`src/rtl/imul_req_arbiter_if.sv`:
```
// rtl/imul_req_arbiter_if.sv - core/multiplier request and response bundle for imul_req_arbiter
// slave = arbiter side, master = environment (cores plus multiplier).
interface imul_req_arbiter_if #(
  parameter int NPORTS = 4
);
  logic [NPORTS-1:0]    core_req_val;
  logic [NPORTS-1:0]    core_req_rdy;
  logic [NPORTS*64-1:0] core_req_msg;
  logic [NPORTS-1:0]    core_resp_val;
  logic [NPORTS-1:0]    core_resp_rdy;
  logic [31:0]          core_resp_msg;
  logic                 mul_req_val;
  logic                 mul_req_rdy;
  logic [63:0]          mul_req_msg;
  logic                 mul_resp_val;
  logic                 mul_resp_rdy;
  logic [31:0]          mul_resp_msg;

  modport slave (
    input  core_req_val, core_req_msg, core_resp_rdy,
    input  mul_req_rdy, mul_resp_val, mul_resp_msg,
    output core_req_rdy, core_resp_val, core_resp_msg,
    output mul_req_val, mul_req_msg, mul_resp_rdy
  );

  modport master (
    output core_req_val, core_req_msg, core_resp_rdy,
    output mul_req_rdy, mul_resp_val, mul_resp_msg,
    input  core_req_rdy, core_resp_val, core_resp_msg,
    input  mul_req_val, mul_req_msg, mul_resp_rdy
  );
endinterface

```
`src/rtl/imul_req_arbiter.sv`:
```
// rtl/imul_req_arbiter.sv - shares one iterative multiplier among NPORTS cores, one transaction in flight
// Round-robin by default; define IMUL_ARB_FIXED_PRIO_EN for lowest-index-wins priority.
module imul_req_arbiter #(
  parameter int NPORTS = 4,
  parameter int PTR_W  = 2
) (
  input  logic              clk,
  input  logic              reset,
  imul_req_arbiter_if.slave bus
);
  typedef enum logic {IDLE, WAIT} state_t;

  localparam logic [PTR_W:0]   LAST_W = (PTR_W+1)'(NPORTS-1);
  localparam logic [PTR_W:0]   NP_W   = (PTR_W+1)'(NPORTS);
  localparam logic [PTR_W-1:0] LAST_P = PTR_W'(NPORTS-1);

  state_t           r_state, w_state_nxt;
  logic [PTR_W-1:0] r_owner, w_owner_nxt;
  logic [PTR_W-1:0] r_prio, w_prio_nxt;
  logic [PTR_W-1:0] w_scan_base;
  logic [PTR_W-1:0] w_grant;
  logic             w_grant_val;
  logic [63:0]      w_grant_msg;

`ifdef IMUL_ARB_FIXED_PRIO_EN
  assign w_scan_base = '0;
`else
  assign w_scan_base = r_prio;
`endif

  // Scan wraps at NPORTS, not 2**PTR_W, so unused encodings are never granted.
  always_comb begin : grant_scan
    logic [PTR_W:0] w_idx;
    w_grant     = '0;
    w_grant_val = 1'b0;
    w_idx       = '0;
    for (int k = 0; k < NPORTS; k++) begin
      w_idx = {1'b0, w_scan_base} + (PTR_W+1)'(k);
      if (w_idx > LAST_W) w_idx = w_idx - NP_W;
      if (!w_grant_val && bus.core_req_val[w_idx[PTR_W-1:0]]) begin
        w_grant     = w_idx[PTR_W-1:0];
        w_grant_val = 1'b1;
      end
    end
  end

  always_comb begin : grant_mux
    w_grant_msg = bus.core_req_msg[63:0];
    for (int i = 1; i < NPORTS; i++) begin
      if (w_grant == PTR_W'(i)) w_grant_msg = bus.core_req_msg[64*i +: 64];
    end
  end

  always_comb begin : fsm_comb
    w_state_nxt       = r_state;
    w_owner_nxt       = r_owner;
    w_prio_nxt        = r_prio;
    bus.mul_req_val   = 1'b0;
    bus.mul_req_msg   = w_grant_msg;
    bus.core_req_rdy  = '0;
    bus.core_resp_val = '0;
    bus.mul_resp_rdy  = 1'b0;
    bus.core_resp_msg = bus.mul_resp_msg;
    case (r_state)
      IDLE: begin
        bus.mul_req_val           = w_grant_val;
        bus.core_req_rdy[w_grant] = bus.mul_req_rdy & w_grant_val;
        if (w_grant_val && bus.mul_req_rdy) begin
          w_owner_nxt = w_grant;
          w_state_nxt = WAIT;
`ifndef IMUL_ARB_FIXED_PRIO_EN
          w_prio_nxt  = (w_grant == LAST_P) ? '0 : w_grant + PTR_W'(1);
`endif
        end
      end
      WAIT: begin
        bus.core_resp_val[r_owner] = bus.mul_resp_val;
        bus.mul_resp_rdy           = bus.core_resp_rdy[r_owner];
        if (bus.mul_resp_val && bus.core_resp_rdy[r_owner]) w_state_nxt = IDLE;
      end
      default: w_state_nxt = IDLE;
    endcase
  end

  always_ff @(posedge clk) begin
    if (reset) begin
      r_state <= IDLE;
      r_owner <= '0;
      r_prio  <= '0;
    end else begin
      r_state <= w_state_nxt;
      r_owner <= w_owner_nxt;
      r_prio  <= w_prio_nxt;
    end
  end
endmodule

```
`src/flat_wrapper.sv`:
```
// flat-port wrapper written by rule: the top's interface ports become plain ports
module imul_req_arbiter_flat 
#(
  parameter int NPORTS = 4,
  parameter int PTR_W  = 2
)
  (clk, reset, bus_core_req_val, bus_core_req_msg, bus_core_resp_rdy, bus_mul_req_rdy, bus_mul_resp_val, bus_mul_resp_msg, bus_core_req_rdy, bus_core_resp_val, bus_core_resp_msg, bus_mul_req_val, bus_mul_req_msg, bus_mul_resp_rdy);
  imul_req_arbiter_if #(.NPORTS(NPORTS)) bus_i ();
  input  logic clk;
  input  logic reset;
  input wire logic [$bits(bus_i.core_req_val)-1:0] bus_core_req_val;
  input wire logic [$bits(bus_i.core_req_msg)-1:0] bus_core_req_msg;
  input wire logic [$bits(bus_i.core_resp_rdy)-1:0] bus_core_resp_rdy;
  input wire logic [$bits(bus_i.mul_req_rdy)-1:0] bus_mul_req_rdy;
  input wire logic [$bits(bus_i.mul_resp_val)-1:0] bus_mul_resp_val;
  input wire logic [$bits(bus_i.mul_resp_msg)-1:0] bus_mul_resp_msg;
  output wire logic [$bits(bus_i.core_req_rdy)-1:0] bus_core_req_rdy;
  output wire logic [$bits(bus_i.core_resp_val)-1:0] bus_core_resp_val;
  output wire logic [$bits(bus_i.core_resp_msg)-1:0] bus_core_resp_msg;
  output wire logic [$bits(bus_i.mul_req_val)-1:0] bus_mul_req_val;
  output wire logic [$bits(bus_i.mul_req_msg)-1:0] bus_mul_req_msg;
  output wire logic [$bits(bus_i.mul_resp_rdy)-1:0] bus_mul_resp_rdy;
  assign bus_i.core_req_val = bus_core_req_val;
  assign bus_i.core_req_msg = bus_core_req_msg;
  assign bus_i.core_resp_rdy = bus_core_resp_rdy;
  assign bus_i.mul_req_rdy = bus_mul_req_rdy;
  assign bus_i.mul_resp_val = bus_mul_resp_val;
  assign bus_i.mul_resp_msg = bus_mul_resp_msg;
  assign bus_core_req_rdy = bus_i.core_req_rdy;
  assign bus_core_resp_val = bus_i.core_resp_val;
  assign bus_core_resp_msg = bus_i.core_resp_msg;
  assign bus_mul_req_val = bus_i.mul_req_val;
  assign bus_mul_req_msg = bus_i.mul_req_msg;
  assign bus_mul_resp_rdy = bus_i.mul_resp_rdy;
  imul_req_arbiter #(.NPORTS(NPORTS), .PTR_W(PTR_W)) u_core (.clk(clk), .reset(reset), .bus(bus_i));
endmodule
```
`config.mk`:
```
export PLATFORM = sky130hd
export DESIGN_NAME = imul_req_arbiter_flat
export DESIGN_NICKNAME = d
export VERILOG_FILES = /design/src/rtl/imul_req_arbiter_if.sv /design/src/rtl/imul_req_arbiter.sv /design/src/flat_wrapper.sv
export SDC_FILE = /design/constraint.sdc
export NUM_CORES = 1
export LEC_CHECK = 0
export CELL_PAD_IN_SITES_DETAIL_PLACEMENT = 0
export CELL_PAD_IN_SITES_GLOBAL_PLACEMENT = 1
export CORE_AREA = 2 2 157 159
export DETAILED_ROUTE_END_ITERATION = 12
export DIE_AREA = 0 0 159 161
export GPL_TIMING_DRIVEN = 1
export PLACE_DENSITY_LB_ADDON = 0.1
export SYNTH_ARGS = -nofsm -noshare
export SYNTH_HDL_FRONTEND = slang
export SYNTH_SLANG_ARGS = --single-unit
```
`constraint.sdc`:
```
create_clock -name clk -period 6.6 [get_ports clk]
set_clock_uncertainty 0.05 [all_clocks]
set_input_delay 1.32 -clock clk [delete_from_list [all_inputs] [get_ports clk]]
set_output_delay 1.32 -clock clk [all_outputs]
set_load 0.1 [all_outputs]
```
Word level (Yosys, flattened, before mapping) --
Cells that the tools add are included.
Word-level totals: bits in registers 5, latch bits 0, bits in writable memories 0, ROM bits 0, input bits 300, output and inout bits 106, word-level logic and storage cells 78, memories 0
Cells by class: add/sub/neg operators 8, $mul 0, divide/modulo/power cells 0, order comparisons 12, equality and inequality tests 3, shift operators 0, multiplexer cells 37, bitwise operators 4, reduce and logical (&&, ||, !) cells 11
Operators by type and width (number):
- 2-to-1 mux 64 bit | 3
- < comparator 2 x 3 -> 1 bit, second input constant | 6
- 2-to-1 mux 2 bit | 9
- 2-to-1 mux 1 bit | 15
- binary-select mux 1 bit (select 2 bit) | 5
- > comparator 3 x 2 -> 1 bit, second input constant | 3
- bitwise AND 4 bit | 2
- 2-to-1 mux 4 bit | 2
- subtractor 2 x 1 -> 2 bit, second input constant | 4
- logical AND 1 bit | 7
- adder 2 x 2 -> 3 bit, second input constant | 2
- demux 1 bit (select 2 bit) | 2
- equality test 2 bit, second input constant | 2
- greater-or-equal comparator 2 x 1 -> 1 bit, second input constant | 2
- adder 2 x 1 -> 3 bit, second input constant | 1
- zero test 1 bit | 3
- adder 2 x 1 -> 2 bit, second input constant | 1
- equality test 2 x 1 -> 1 bit, second input constant | 1
- > comparator 2 bit, second input constant | 1
- one-hot mux 1 bit (2 select lines) | 1
- AND reduction 2 bit | 1
- bitwise AND 1 bit | 1
- NOT 1 bit | 1

Logic depth before layout (Yosys ltp) --
Gate-level depths: netlist (run 1).
depth after elaboration 20, depth in mapped cells 11, mapped depth without buffers 9

Worst setup path after synthesis (run 1) --
OpenSTA, ideal clock, no wires.
path kind input to output, from input port bus_core_req_val[2], to output port bus_mul_req_msg[28], data arrival time 4.913 ns, required time 5.230 ns, path slack 0.317 ns, stages on the path 10, cell sequence nor2b_1 -> a21boi_0 -> o32ai_1 -> inv_1 -> ha_1 -> clkbuf_1 -> clkbuf_1 -> nor2_1 -> a21oi_1 -> o21ai_0
Between the ends: cells in the longest elaborated chain, start to end 16, elaborated cells between the ends (all ways) 27, those cells by class 3 x eq/ne; 18 x mux; 6 x reduce/logical
Ends and longest elaborated chain:
- start, declared | line flat_wrapper.sv:11 | input wire logic [$bits(bus_i.core_req_val)-1:0] bus_core_req_val;
- binary-select mux 1 bit (select 2 bit) | line imul_req_arbiter.sv:40 | if (!w_grant_val && bus.core_req_val[w_idx[PTR_W-1:0]]) begin
- 2-to-1 mux 1 bit (implied by the code) | line imul_req_arbiter.sv:40
- 2-to-1 mux 1 bit | line imul_req_arbiter.sv:40
- zero test 1 bit | line imul_req_arbiter.sv:40
- logical AND 1 bit | line imul_req_arbiter.sv:40
- 2-to-1 mux 1 bit | line imul_req_arbiter.sv:40
- zero test 1 bit | line imul_req_arbiter.sv:40
- logical AND 1 bit | line imul_req_arbiter.sv:40
- 2-to-1 mux 1 bit | line imul_req_arbiter.sv:40
- zero test 1 bit | line imul_req_arbiter.sv:40
- logical AND 1 bit | line imul_req_arbiter.sv:40
- 2-to-1 mux 2 bit * | line imul_req_arbiter.sv:40
- named net u_core.w_grant[1] | line imul_req_arbiter.sv:21 | logic [PTR_W-1:0] w_grant;
- equality test 2 x 1 -> 1 bit | line imul_req_arbiter.sv:50 | if (w_grant == PTR_W'(i)) w_grant_msg = bus.core_req_msg[64*i +: 64];
- 2-to-1 mux 64 bit (2 in series) | line imul_req_arbiter.sv:50
- 2-to-1 mux 64 bit * | line imul_req_arbiter.sv:50
- end, declared | line flat_wrapper.sv:21 | output wire logic [$bits(bus_i.mul_req_msg)-1:0] bus_mul_req_msg;
The timed path passes the listed nets; every way through them passes the cells marked *. The select of a mux whose other input is x is not followed.

Final worst setup path (run 1) --
from input port bus_core_req_val[0], to output port bus_mul_req_msg[47]
The elaborated chain is that of the path after synthesis.

==> results.json, run 1 <==
{
  "hold_viol_final": 0,
  "rows": 57,
  "yosysTopAreaCell": "mux2i_1",
  "postSynthCellCount": 440,
  "core-area_um2": 24000,
  "rsz0062_at_grt": "false",
  "cap_violations": 0,
  "crit-reg2reg-capture": "u_core.r_prio[1]$_SDFFE_PP0P_",
  "critPathCaptureType": "output port",
  "tritoncts": "yes",
  "ys_seq_area_share_pct": 3.83,
  "synth_edf_count": 0,
  "ctsHoldBuffers": 0,
  "grt_pass1_vias": 4241,
  "status": "finished, final reports clean",
  "viasPerCell": 3.88,
  "syn_avg_cell_area_um2": 5.93,
  "leakage_uw": 0.00238,
  "grtUsageTotal_pct": 11.3,
  "port_buffers": 341,
  "yosys.area.top_type_share_pct": 24.5,
  "fin_util_pct": 26.4,
  "routedWlPerCell_um": 14.8,
  "fin_crit_sh_pct": 87.2,
  "antenna_found_initial": 0,
  "hp-class": "reg -> reg",
  "crit_type": "in -> out",
  "clock-root-buffer": "clkbuf_16",
  "grt_pass1_wl_mm": 23.0,
  "min_period_ns": 5.76,
  "worst_pin_slew_ns": 1.01,
  "syn_nets": 744,
  "setup_tns_ns": 0,
  "fin_ws_ns": 0.842,
  "route.detailed.drc": 0,
  "postRouteAntennaNets": 0,
  "die-area_um2": 25600,
  "die_y_um": 161,
  "ir_drop_v": 0.000153,
  "post-cts-setup-buffer-count": 0,
  "drtIter0Drc": 112,
  "drive_gt1_share_pct": 12.0,
  "synth_top_flop_cell": "dfxtp_1",
  "r2r_start": "u_core.r_prio[0]$_SDFFE_PP0P_",
  "grt-ovfl-total": 0,
  "cts_resized": 0,
  "multi_input_area_um2": 2130,
  "dp_hpwl_mm": 13.1,
  "synthTopCellsByCount": "nor2_1 (68), a21oi_1 (67), nand2_1 (67)",
  "cp_max_fo": 23,
  "numCtsBuffers": 3,
  "worst_setup_path_start_kind": "input pin",
  "ys_ff_latch": 5,
  "routed_wl_mm": 15.5,
  "syn-cell-area_um2": 2610,
  "die_w_um": 159,
  "clk_pin_slew_ns": 0.03,
  "fill_cells": 2680,
  "grt_start_max_net_pins": 86,
  "fmaxAchievable_mhz": 174,
  "endpoint": "bus_mul_req_msg[47]",
  "io_pins": 406,
  "synth-async-reset-ratio_pct": 0,
  "ff2ff_path_depth": 7,
  "areaGrowthSynthToFinish_pct": 142,
  "slew_headroom_pct": 32.6,
  "cts_max_level": 1,
  "yosys_warnings": 0,
  "cp.arrival_ns": 4.39,
  "required_ns": 5.23,
  "pre_cts_slack_ns": 0.741,
  "dr_total_vias": 4077,
  "antenna_cells": 0,
  "p_per_area_nw_per_um2": 266,
  "reg2reg_slack_ns": 4.76,
  "synth.top_cells.by_area": "mux2i_1 (25%), a21oi_1 (13%), o21ai_0 (12%)",
  "cts_sinks": 5,
  "critPathLaunch": "bus_core_req_val[0]",
  "setup_viol": 0,
  "clockBufferDepth": 2,
  "seqCellArea_um2": 100,
  "ys_types": 29,
  "nets": 1031,
  "clock_latency_ns": 0.23,
  "initial_core_util_pct": 10.9,
  "synthMostInstantiatedCell": "nor2_1",
  "maxSlewViolCount": 0,
  "firstDrtPassIters": 4,
  "gp_congestion": 0.764
}
[through the flow]
step / cells / hold slack, ns / total power (µW) / instance area (µm²)
after floorplan: 440 / 0.429 / 1180 / 2610
final: 1050 / 0.485 / 1680 / 6320
after CTS: 1050 / 0.483 / 1700 / 6320
after detailed placement: 1046 / 0.478 / 1590 / 6240
after global routing: 1050 / 0.505 / 1750 / 6320
after global placement: 1046 / 0.482 / 1590 / 6240
[layer usage]
| metal | track usage [%] | up-vias | share of wire (%) |
|---|---|---|---|
| li1 | - | 2065 | - |
| met1 | 10.5 | 1775 | 33 |
| met2 | 23.9 | 217 | 56 |
| met3 | 3.26 | 20 | 8.6 |
| met4 | 2.27 | 0 | 1.9 |
| met5 | 0 | - | 0 |
[report_power, final]
part / leakage, µW / internal, µW / switching (µW) / total (µW)
Sequential: 0.0000412 / 33.3 / 4.03 / 37.3
Combinational: 0.00230 / 477 / 1060 / 1540
Clock: 0.0000382 / 80.1 / 20.6 / 101
Total: 0.00238 / 590 / 1090 / 1680
[cell usage in the layout (no fill, tap or decap), types with 4 or more instances in the layout]
master	instances
nand2_1	67
clkdlybuf4s50_1	273
a21oi_1	67
o21ai_0	64
inv_1	4
and2_1	5
nor2_1	68
mux2i_1	64
buf_4	53
buf_12	23
nor3_1	4
dfxtp_1	5
[worst min-delay path by stage]
stage / end / start / depth (start not counted)
global placement: u_core.r_prio[1]$_SDFFE_PP0P_ / u_core.r_prio[1]$_SDFFE_PP0P_ / 2
floorplan: u_core.r_prio[1]$_SDFFE_PP0P_ / u_core.r_prio[1]$_SDFFE_PP0P_ / 2
finish: u_core.r_prio[1]$_SDFFE_PP0P_ / u_core.r_prio[1]$_SDFFE_PP0P_ / 2
CTS: u_core.r_prio[1]$_SDFFE_PP0P_ / u_core.r_prio[1]$_SDFFE_PP0P_ / 2
detailed placement: u_core.r_prio[1]$_SDFFE_PP0P_ / u_core.r_prio[1]$_SDFFE_PP0P_ / 2
global route: u_core.r_prio[1]$_SDFFE_PP0P_ / u_core.r_prio[1]$_SDFFE_PP0P_ / 2
[state kept, by name, indices dropped and copies added, names as in the netlist]
register        flops
u_core.r_owner      2
u_core.r_state      1
u_core.r_prio       2
[cell type report]
type / instances / share of cell area, %
Multi-Input combinational cell: 364 / 33.7
Inverter: 4 / 0.238
Clock buffer: 4 / 1.25
Timing Repair Buffer: 349 / 56.8
Tap cell: 324 / 6.41
Sequential cell: 5 / 1.58
[worst max-delay path: stages]
cell and delay [ns]:
clkdlybuf4s50_1 0.49, nor2b_1 0.19, nor3_1 0.13, a21oi_1 0.11, nor3_1 0.55, ha_4 0.44
buf_12 0.24, mux2i_1 0.21, nor2_1 0.06, a21oi_1 0.23, o21ai_0 0.12, buf_4 0.26
[kinds of logic after synthesis]
| logic type | Yosys count | synth area share (%) |
|---|---|---|
| simple gates | 156 | 25.2 |
| compound gates | 139 | 27.6 |
| buf+inv | 71 | 16.1 |
| mux | 65 | 25.4 |
| flops | 5 | 3.83 |
| fa+ha+maj | 4 | 1.92 |
No activity file was read; power rests on OpenSTA's default activity.
==> run 2: changes to the inputs <==
- CORE_AREA: 2 2 157 159 -> not set
- CORE_MARGIN: not set -> 2
- CORE_UTILIZATION: not set -> 11
- CTS_CLUSTER_SIZE: not set -> 24
- DIE_AREA: 0 0 159 161 -> not set
- clock period: 6.6 -> 5 ns (I/O delays scaled with it)
==> results.json, run 2 (synthesis results as in run 1) <==
{
  "status": "finished, final reports clean",
  "critPathCaptureType": "output port",
  "min_period_ns": 4.69,
  "grt-ovfl-total": 0,
  "die_y_um": 158,
  "route.detailed.drc": 0,
  "tritoncts": "yes",
  "hp-class": "reg -> reg",
  "worst_pin_slew_ns": 0.704,
  "viasPerCell": 3.88,
  "cp_slowest_cell": "clkdlybuf4s50_1",
  "antenna_cells": 0,
  "ir_drop_v": 0.000189,
  "initial_core_util_pct": 11.2,
  "fmaxAchievable_mhz": 213,
  "worst_setup_path_start_kind": "input pin",
  "clk_pin_slew_ns": 0.04,
  "grtUsageTotal_pct": 11.2,
  "cap_violations": 0,
  "total_power_uw": 2540,
  "crit_chain": "clkdlybuf4s50_1 > nor2b_1 > nor3_1 > a21oi_1 > nor3_1 > buf_4 > ha_4 > buf_12 > mux2i_1 > nor2_1 > a21oi_1 > o21ai_1 > buf_12",
  "crit_type": "in -> out",
  "numCtsBuffers": 3,
  "rsz0062_at_grt": "false",
  "final_cell_mix": "clkdlybuf4s50_1 (267), buf_12 (73), nor2_1 (68)",
  "fin_cells": 1047,
  "slew_headroom_pct": 52.9,
  "die_w_um": 158,
  "largest_registers": "u_core.r_owner: 2 flops, u_core.r_prio: 2 flops, u_core.r_state: 1 flops",
  "setup_tns_ns": 0,
  "dp_hpwl_mm": 13.2,
  "post-cts-setup-buffer-count": 0,
  "port_buffers": 341,
  "postRouteAntennaNets": 0,
  "hold_viol_final": 0,
  "clock_latency_ns": 0.23,
  "cts_max_level": 1,
  "routedWlPerCell_um": 14.9,
  "ctsHoldBuffers": 0,
  "p_per_area_nw_per_um2": 365,
  "drive_gt1_share_pct": 13.0,
  "routed_wl_mm": 15.6,
  "fin_crit_sh_pct": 93.8,
  "worst_hold_slack_ns": 0.493,
  "required_ns": 3.95,
  "cp.arrival_ns": 3.64,
  "rows": 56,
  "crit_family": "buffers and inverters",
  "clockBufferDepth": 2,
  "leakage_uw": 0.00262,
  "cts_sinks": 5,
  "grt_start_max_net_pins": 55,
  "final_common_cell": "clkdlybuf4s50_1",
  "nets": 1033,
  "areaGrowthSynthToFinish_pct": 166,
  "grt_pass1_wl_mm": 21.9,
  "grt_pass1_vias": 4099,
  "maxSlewViolCount": 0,
  "drtIter0Drc": 87,
  "cpPeakStageDelay_ns": 0.57,
  "clock-root-buffer": "clkbuf_16",
  "core-area_um2": 23400,
  "critical_path_buf_inv_count": 4,
  "setup_viol": 0,
  "antenna_found_initial": 0,
  "cp_max_fo": 44,
  "cts_resized": 0,
  "dr_total_vias": 4059,
  "firstDrtPassIters": 4,
  "die-area_um2": 25000,
  "dp.cells": 1043,
  "io_pins": 406,
  "gp_congestion": 0.759
}
-- run 2: changes by cell type in the layout (fill, tap and decap cells not counted), sizes merged --
cell / previous run / this run
buf: 76 / 84
clkdlybuf4s50: 273 / 267
-- run 2: worst register-to-register path: stages, from the launching register on --
cell	delay [ns]
dfxtp_1	0.32
nor2b_1	0.16
a21oi_1	0.06
a21oi_1	0.30
nor3_1	0.08
buf_4	0.18
ha_4	0.25
nand2_1	0.05
a21oi_2	0.14
-- run 2: final cells by class --
cell class	count	area (µm²)
clock buffers	4	78.8
fillers	2523	16500
well taps	319	399
flip-flops and latches	5	100
multi-input cells	364	2130
repair buffers	351	4220
inverters	4	15.0
-- run 2: final timing paths --
check,cells past startpoint,from,slack (ns),endpoint
worst max register to register,8,u_core.r_prio[0]$_SDFFE_PP0P_,3.35,u_core.r_prio[1]$_SDFFE_PP0P_
worst max-delay path,13,bus_core_req_val[1],0.31,bus_mul_req_msg[47]
worst min-delay path,2,u_core.r_owner[0]$_SDFFE_PP0P_,0.49,u_core.r_owner[0]$_SDFFE_PP0P_
worst min register to register,2,u_core.r_owner[0]$_SDFFE_PP0P_,0.49,u_core.r_owner[0]$_SDFFE_PP0P_
-- run 2: through the flow --
stage | setup WS, ns | area, µm² | utilization (%)
6_report | 0.308 | 6940 | 29.7
5_1_grt | 0.102 | 6940 | 29.7
4_1_cts | 0.268 | 6940 | 29.7
3_5_place_dp | 0.288 | 6860 | 29.3
3_3_place_gp | 0.270 | 6860 | 29.3
2_1_floorplan | -0.509 | 2610 | -
-- run 2: layer usage --
metal  up-vias  share of wire (%)  track usage [%]
met1      1762                 35             11.6
met4         0                1.8             2.23
li1       2073                  -                -
met3        22                 10             2.96
met2       202                 53             22.3
met5         -                  0                0
-- run 2: report_power, final --
| group | switching, µW | internal, µW | leakage, µW | total (µW) |
|---|---|---|---|---|
| combinational | 1470 | 883 | 0.00254 | 2350 |
| clock | 28.3 | 106 | 0.0000382 | 134 |
| sequential | 5.25 | 43.9 | 0.0000412 | 49.2 |
